==> config.mk <==
export PLATFORM = sky130hd
export DESIGN_NAME = universal_shift_reg_ctrl
export DESIGN_NICKNAME = d
export VERILOG_FILES = /design/src/rtl/universal_shift_reg_ctrl.sv
export SDC_FILE = /design/constraint.sdc
export NUM_CORES = 1
export LEC_CHECK = 0
export ABC_AREA = 1
export CAP_MARGIN = 20
export CORE_ASPECT_RATIO = 2
export CORE_MARGIN = 10
export CORE_UTILIZATION = 35
export CTS_CLUSTER_DIAMETER = 200
export DETAILED_ROUTE_END_ITERATION = 8
export MAX_ROUTING_LAYER = met4
export PLACE_DENSITY = 0.63
export SYNTH_ARGS = -nofsm -noshare
export SYNTH_HDL_FRONTEND = slang
export SYNTH_SLANG_ARGS = --single-unit
==> constraint.sdc <==
create_clock -name CLOCK -period 3.9 [get_ports CLOCK]
set_clock_uncertainty 0.2 [all_clocks]
set_input_delay 1.17 -clock CLOCK [delete_from_list [all_inputs] [get_ports CLOCK]]
set_output_delay 1.17 -clock CLOCK [all_outputs]
set_load 0.02 [all_outputs]
==> src/rtl/universal_shift_reg_ctrl.sv <==
// Universal shift register with a counted burst controller.
// Modes: hold, shift left/right, rotate left/right, parallel load, clear.
// A START with a shift/rotate MODE and a non-zero COUNT runs exactly COUNT
// steps of the captured mode, then pulses DONE for one cycle.
module universal_shift_reg_ctrl #(
   parameter int REG_SIZE = 4,
   parameter int CNT_W    = 8
) (
   input  logic                CLOCK,
   input  logic                RESET,
   input  logic [2:0]          MODE,
   input  logic                START,
   input  logic [CNT_W-1:0]    COUNT,
   input  logic                SER_IN_L,
   input  logic                SER_IN_R,
   input  logic [REG_SIZE-1:0] PAR_IN,
   output logic [REG_SIZE-1:0] Q,
   output logic                SER_OUT_L,
   output logic                SER_OUT_R,
   output logic                BUSY,
   output logic                DONE
);

   typedef enum logic [2:0] {
      OP_HOLD  = 3'b000,
      OP_SHL   = 3'b001,
      OP_SHR   = 3'b010,
      OP_ROL   = 3'b011,
      OP_ROR   = 3'b100,
      OP_LOAD  = 3'b101,
      OP_CLEAR = 3'b110,
      OP_RSVD  = 3'b111
   } op_e;

   typedef enum logic [1:0] {
      S_IDLE = 2'd0,
      S_RUN  = 2'd1,
      S_FIN  = 2'd2
   } state_e;

   localparam logic [CNT_W-1:0] CNT_ONE = CNT_W'(1);

   state_e              state_r,  state_nxt;
   op_e                 op_r,     op_nxt;
   logic [CNT_W-1:0]    cnt_r,    cnt_nxt;
   logic [REG_SIZE-1:0] q_r,      q_nxt;
   logic                busy_r,   busy_nxt;
   logic                done_r,   done_nxt;

   // Only the four shift/rotate codes may be repeated by a burst.
   function automatic logic is_step_op(input logic [2:0] op);
      return (op == OP_SHL) || (op == OP_SHR) || (op == OP_ROL) || (op == OP_ROR);
   endfunction

   // Next register value for one application of an operation.
   function automatic logic [REG_SIZE-1:0] apply_op(
      input logic [2:0]          op,
      input logic [REG_SIZE-1:0] q,
      input logic                sl,
      input logic                sr,
      input logic [REG_SIZE-1:0] par
   );
      logic [REG_SIZE-1:0] r;
      r = q;
      case (op)
         OP_SHL:   r = {q[REG_SIZE-2:0], sl};
         OP_SHR:   r = {sr, q[REG_SIZE-1:1]};
         OP_ROL:   r = {q[REG_SIZE-2:0], q[REG_SIZE-1]};
         OP_ROR:   r = {q[0], q[REG_SIZE-1:1]};
         OP_LOAD:  r = par;
         OP_CLEAR: r = '0;
         default:  r = q;   // hold and the reserved code
      endcase
      return r;
   endfunction

   // Next-state, datapath and registered-output decode for the burst FSM.
   always_comb begin
      // NOTE: every signal gets a default first so no path leaves it unassigned
      // and no latch is inferred.
      state_nxt = state_r;
      op_nxt    = op_r;
      cnt_nxt   = cnt_r;
      q_nxt     = q_r;

      case (state_r)
         S_IDLE: begin
            if (START && is_step_op(MODE)) begin
               // Capture the burst; the register itself is untouched this edge.
               op_nxt    = op_e'(MODE);
               cnt_nxt   = COUNT;
               state_nxt = (COUNT != '0) ? S_RUN : S_FIN;
            end else begin
               q_nxt = apply_op(MODE, q_r, SER_IN_L, SER_IN_R, PAR_IN);
            end
         end
         S_RUN: begin
            q_nxt   = apply_op(op_r, q_r, SER_IN_L, SER_IN_R, PAR_IN);
            cnt_nxt = cnt_r - CNT_ONE;
            if (cnt_r == CNT_ONE) begin
               state_nxt = S_FIN;
            end
         end
         S_FIN: begin
            state_nxt = S_IDLE;
         end
         default: begin
            state_nxt = S_IDLE;
         end
      endcase

      busy_nxt = (state_nxt == S_RUN);
      done_nxt = (state_nxt == S_FIN);
   end

   // State, data and status registers with synchronous reset.
   always_ff @(posedge CLOCK) begin
      // NOTE: non-blocking assignments so every register samples pre-edge values.
      if (RESET) begin
         state_r <= S_IDLE;
         op_r    <= OP_HOLD;
         cnt_r   <= '0;
         q_r     <= '0;
         busy_r  <= 1'b0;
         done_r  <= 1'b0;
      end else begin
         state_r <= state_nxt;
         op_r    <= op_nxt;
         cnt_r   <= cnt_nxt;
         q_r     <= q_nxt;
         busy_r  <= busy_nxt;
         done_r  <= done_nxt;
      end
   end

   assign Q         = q_r;
   assign BUSY      = busy_r;
   assign DONE      = done_r;
   assign SER_OUT_L = q_r[REG_SIZE-1];
   assign SER_OUT_R = q_r[0];

endmodule
# After elaboration in Yosys (flattened, before gate mapping)

Index checks and enable logic that the tools add are counted.

Flip-flop bits (word level): 19
Latch bits: 0
Memory bits (writable): 0
Memory bits (read-only): 0
Input bits: 20
Output and inout port bits: 8
Memories: 0

Add/subtract/negate cells: 1
$mul: 0
Divide/modulo/power cells: 0
$lt $le $gt $ge: 0
Equal/unequal tests: 20
Shift-type cells: 0
Multiplexer cells: 10
Bitwise gates (word level): 0
Reduce and logical (&&, ||, !) cells: 10

Operator list:

| kind                                                   | number |
|---|---|
| one-hot mux 4 bit (6 select lines)                     | 2 |
| equality test 3 bit (second input constant)            | 6 |
| one-hot mux 8 bit (2 select lines)                     | 1 |
| equality test 3 x 2 -> 1 bit (second input constant)   | 4 |
| equality test 8 x 1 -> 1 bit (second input constant)   | 1 |
| 2-to-1 mux 8 bit                                       | 1 |
| one-hot mux 4 bit (2 select lines)                     | 1 |
| nonzero test 8 bit                                     | 1 |
| subtractor 8 x 1 -> 8 bit (second input constant)      | 1 |
| inequality test 7 x 1 -> 1 bit (second input constant) | 1 |
| inequality test 7 x 5 -> 1 bit (second input constant) | 1 |
| equality test 3 x 1 -> 1 bit (second input constant)   | 2 |
| 2-to-1 mux 2 bit                                       | 3 |
| equality test 2 x 1 -> 1 bit (second input constant)   | 2 |
| 2-to-1 mux 4 bit                                       | 1 |
| inequality test 2 bit (second input constant)          | 2 |
| one-hot mux 2 bit (2 select lines)                     | 1 |
| AND reduction 2 bit                                    | 2 |
| AND reduction 4 bit                                    | 1 |
| logical OR 1 bit                                       | 3 |
| equality test 2 bit (second input constant)            | 1 |
| zero test 2 bit                                        | 1 |
| nonzero test 2 bit                                     | 1 |
| logical AND 1 bit                                      | 1 |

# Longest topological paths before layout

Word-level depth: 8
Gate-level depth with buffers: 11
Gate-level depth less buffers: 10

# Worst setup path before layout

OpenSTA, ideal clock, no wires.

Path type: input -> register
From: input MODE[2]
To: register q_r[0] (netlist: Q[0])
Library setup time: 117 ps
Arrival time: 1953 ps
Data required time: 3583 ps
Slack: 1630 ps
Cell stages on the path: 11
Buffers on the path: 1
Path through: buf_4 > inv_1 > nand2_1 > nand2_1 > inv_1 > nand2_1 > nand2_1 > nor2_4 > nand2_1 > nor2_1 > nor2_1

Longest elaborated chain between the ends: 7
Elaborated cells between the ends (all ways): 16

RTL lines:

| element                                                                             | line   | RTL |
|---|---|---|
| start: declaration                                                                  | 11     | `input logic [2:0] MODE,` |
| equality test 3 x 1 -> 1 bit / equality test 3 x 2 -> 1 bit (equally long branches) | 52, 65 |  |
| logical OR 1 bit (3 in a row)                                                       | 52     | `return (op == OP_SHL) \|\| (op == OP_SHR) \|\| (op == OP_ROL) \|\| (op == OP_ROR);` |
| logical AND 1 bit                                                                   | 88     | `if (START && is_step_op(MODE)) begin` |
| inequality test 2 bit (no source line)                                              | -      |  |
| AND reduction 4 bit (no source line)                                                | -      |  |
| end signal: assignment                                                              | 130    | `q_r <= q_nxt;` |
| end: declaration                                                                    | 46     | `logic [REG_SIZE-1:0] q_r, q_nxt;` |

Several ways; a longest one is shown, not always the timed one. The select of a mux whose other input is x is not followed.
A chain may end at the register's enable or synchronous reset.

# Worst setup path after layout

From: register q_r[0] (netlist: Q[0])
To: output SER_OUT_R

RTL lines:

| element          | line | RTL |
|---|---|---|
| end: declaration | 19   | `output logic SER_OUT_R,` |

No word-level cell between the ends.

==> flow_summary_export.csv <==
group,metric,value,unit
routing,viasPerCell,4.98,
synthesis,yosys_most_used_dff,"dfxtp_1",
worst_setup_path,rr_startpoint,"state_r[0]",
worst_setup_path,cp.arrival,1430,ps
clock_tree,cts_buffers,3,
clock_tree,path_clk_slew,70,ps
timing,fin_ws,1100,ps
die,start_util,36.4,%
clock_tree,postCtsSetupBuffers,0,
placement,gp_congestion,0.898,
power_and_ir_drop,peakVddDrop,0.165,mV
synthesis,synth_top_area_share,26.9,%
worst_setup_path,worstReg2RegEnd,"Q[1]",
grt,gr-usage-all-layers,13.3,%
clock_tree,cts_sinks,19,
worst_setup_path,crit_family,"buffers and inverters",
worst_setup_path,end_kind,"primary output",
synthesis,synth_nets,255,
clock_tree,clkLatencyLatePin,260,ps
timing,period_share,71.9,%
die,die_w,64.9,um
routing,wire_per_inst,13.9,um
synthesis,syn_area,1410,um^2
worst_setup_path,max_stage_delay,670,ps
routing,ant_nets,0,
routing,drt_iter0_drc,32,
min_path,hold_path_class,"register to register",
timing,final.min_clock_period,2800,ps
grt,grt_pass1_wl,7190,um
placement,dpl.hpwl,3550,um
routing,wirelength,4290,um
worst_setup_path,criticalPathCategory,"register to primary output",
synthesis,seq_area_frac_synth,26.9,%
worst_setup_path,crit_path_end,"SER_OUT_R",
worst_setup_path,worstRegToRegCells,7,
run_status,status,"finished, final reports clean",
placement,portBuffers,27,
placement,place_ws,958,ps
routing,num_vias,1534,
clock_tree,cts_buffer_depth,2,
synthesis,yosysTopAreaCell,"dfxtp_1",
grt,grt-ovfl-total,0,
routing,drc,0,
worst_setup_path,critical_path_depth,1,
grt,grt_start_max_net_pins,15,
power_and_ir_drop,p_leak,0.754,nW
timing,tightest_slew,663,ps
worst_setup_path,cp_max_fo,7,
timing,max_freq,357,MHz
grt,grt_pass1_vias,1569,
synthesis,yosysUniqueCellTypes,26,
die,coreArea,3880,um^2
clock_tree,cts_resized,0,
routing,dr.pass1.iters,4,
clock_tree,tritoncts,"yes",
final_layout,final.fill_count,439,
synthesis,synth_edf_count,0,
die,pin_count,28,
worst_setup_path,critPathLaunch,"Q[0]",
die,rows,32,
worst_setup_path,r2r_slack,1930,ps
timing,hold_violations,0,
synthesis,synthTopCellsByArea,"dfxtp_1 (27%), nand2_1 (18%), a21oi_1 (7.8%)",
synthesis,synth.most_common_cell,"nand2_1",
synthesis,ys_top_cells_by_count,"nand2_1 (68), nor2_1 (27), inv_1 (24), a21oi_1 (22), nand3_1 (21)",
final_layout,fin_nets,280,
power_and_ir_drop,p_per_area,333,nW/um^2
synthesis,syn_avg_cell_area,6.07,um^2
synthesis,ys_warn_count,0,
clock_tree,htreeDepth,1,
final_layout,antenna_cells,0,
clock_tree,postCtsHoldBufs,0,
clock_tree,cts_root_buf,"clkbuf_8",
synthesis,synthArstFlopShare,0,%
die,fp.dieH,110,um
synthesis,syn_inst,233,
worst_setup_path,path_buf_inv,1,
worst_setup_path,critPathSlowestCell,"clkdlybuf4s50_1",
flow_run,cap_viol_max_count,0,
timing,maxSlewViolCount,0,
timing,relSlewSlack,55.3,%
die,die_area,7140,um^2
grt,grt_antenna_before_repair,0,
final_layout,area_growth,23.5,%
timing,fin_setup_tns,0,ps
worst_setup_path,path_cells,"clkdlybuf4s50_1",
worst_setup_path,start_kind,"register",
timing,rsz0062_at_grt,"no",
synthesis,ys_ff_latch,19,
final_layout,layout-drive-gt1-share,7.00,%
worst_setup_path,crit_required,2530,ps
timing,setup_viol,0,
[cell type report]
cell class | instances | area (um^2) | share of cell area [%]
multi-input cells | 180 | 885 | 50.7
flip-flops and latches | 19 | 380 | 21.8
repair buffers | 27 | 270 | 15.5
inverters | 27 | 101 | 5.81
well taps | 51 | 63.8 | 3.66
clock buffers | 4 | 45.0 | 2.58
[worst min-delay path by stage]
stage               cells after the start        to  startpoint  slack [ps]
floorplan                               2  cnt_r[1]    cnt_r[1]         240
global placement                        2  cnt_r[1]    cnt_r[1]         250
detailed placement                      2  cnt_r[1]    cnt_r[1]         260
CTS                                     2  cnt_r[1]    cnt_r[1]         280
global route                            2  cnt_r[5]    cnt_r[5]         310
finish                                  2  cnt_r[1]    cnt_r[1]         280
[worst register-to-register path, cell delays in order, from the launching register on]
cell	delay, ps
dfxtp_1	350
inv_1	100
nor2_4	330
clkinv_1	400
a21oi_1	230
nand3_1	90
nand3_1	90
a21oi_1	60
[power breakdown]
| group | leakage [nW] | switching (mW) | internal [mW] | total [mW] |
|---|---|---|---|---|
| clock network | 0.0228 | 0.0677 | 0.0727 | 0.140 |
| logic | 0.575 | 0.123 | 0.0819 | 0.205 |
| registers | 0.156 | 0.0228 | 0.213 | 0.236 |
| total | 0.754 | 0.213 | 0.368 | 0.581 |
[flip-flops by register name, summed over array words and instances (netlist names)]
signal   count
state_r      2
Q            4
BUSY         1
cnt_r        8
op_r         3
DONE         1
[through the flow]
step	hold WS, ps	power [mW]	instance area, um^2	cells	util (%)
finish	278	0.581	1750	308	44.9
global placement	251	0.444	1700	304	43.8
global route	313	0.621	1750	308	44.9
detailed placement	263	0.446	1700	304	43.8
CTS	282	0.585	1750	308	44.9
floorplan	243	0.375	1410	233	-
[cells by family (layout without fill, tap and decap cells)]
family	after synthesis	after routing	share of synthesized area, %
buffers and inverters	34	58	10.5
adder cells (fa/ha/maj)	2	2	1.77
AO/OA/AOI/OAI	43	43	16.2
AND/OR/NAND/NOR	135	135	44.6
flip-flops	19	19	26.9
[layout by cell type (no fill, tap or decap), types with 2 or more instances in the layout]
master	n
ha_1	2
nand3_1	21
a31oi_1	3
nand4_1	6
a21oi_1	22
nand2_1	68
nand3_2	2
o21ai_0	14
inv_2	2
inv_1	24
clkbuf_8	3
dfxtp_1	19
nor2_4	4
nor2_1	27
o21ai_1	2
clkdlybuf4s50_1	27
nor2_2	2
nand2_4	2
[per-layer routing]
metal	up-vias	GRT usage [%]	wire length, um
li1	798	-	-
met1	670	11.5	1590
met2	46	23.4	2260
met3	20	2.34	146
met4	0	12.2	289
met5	-	-	0
Note: power is estimated with default switching activity, not from simulation.
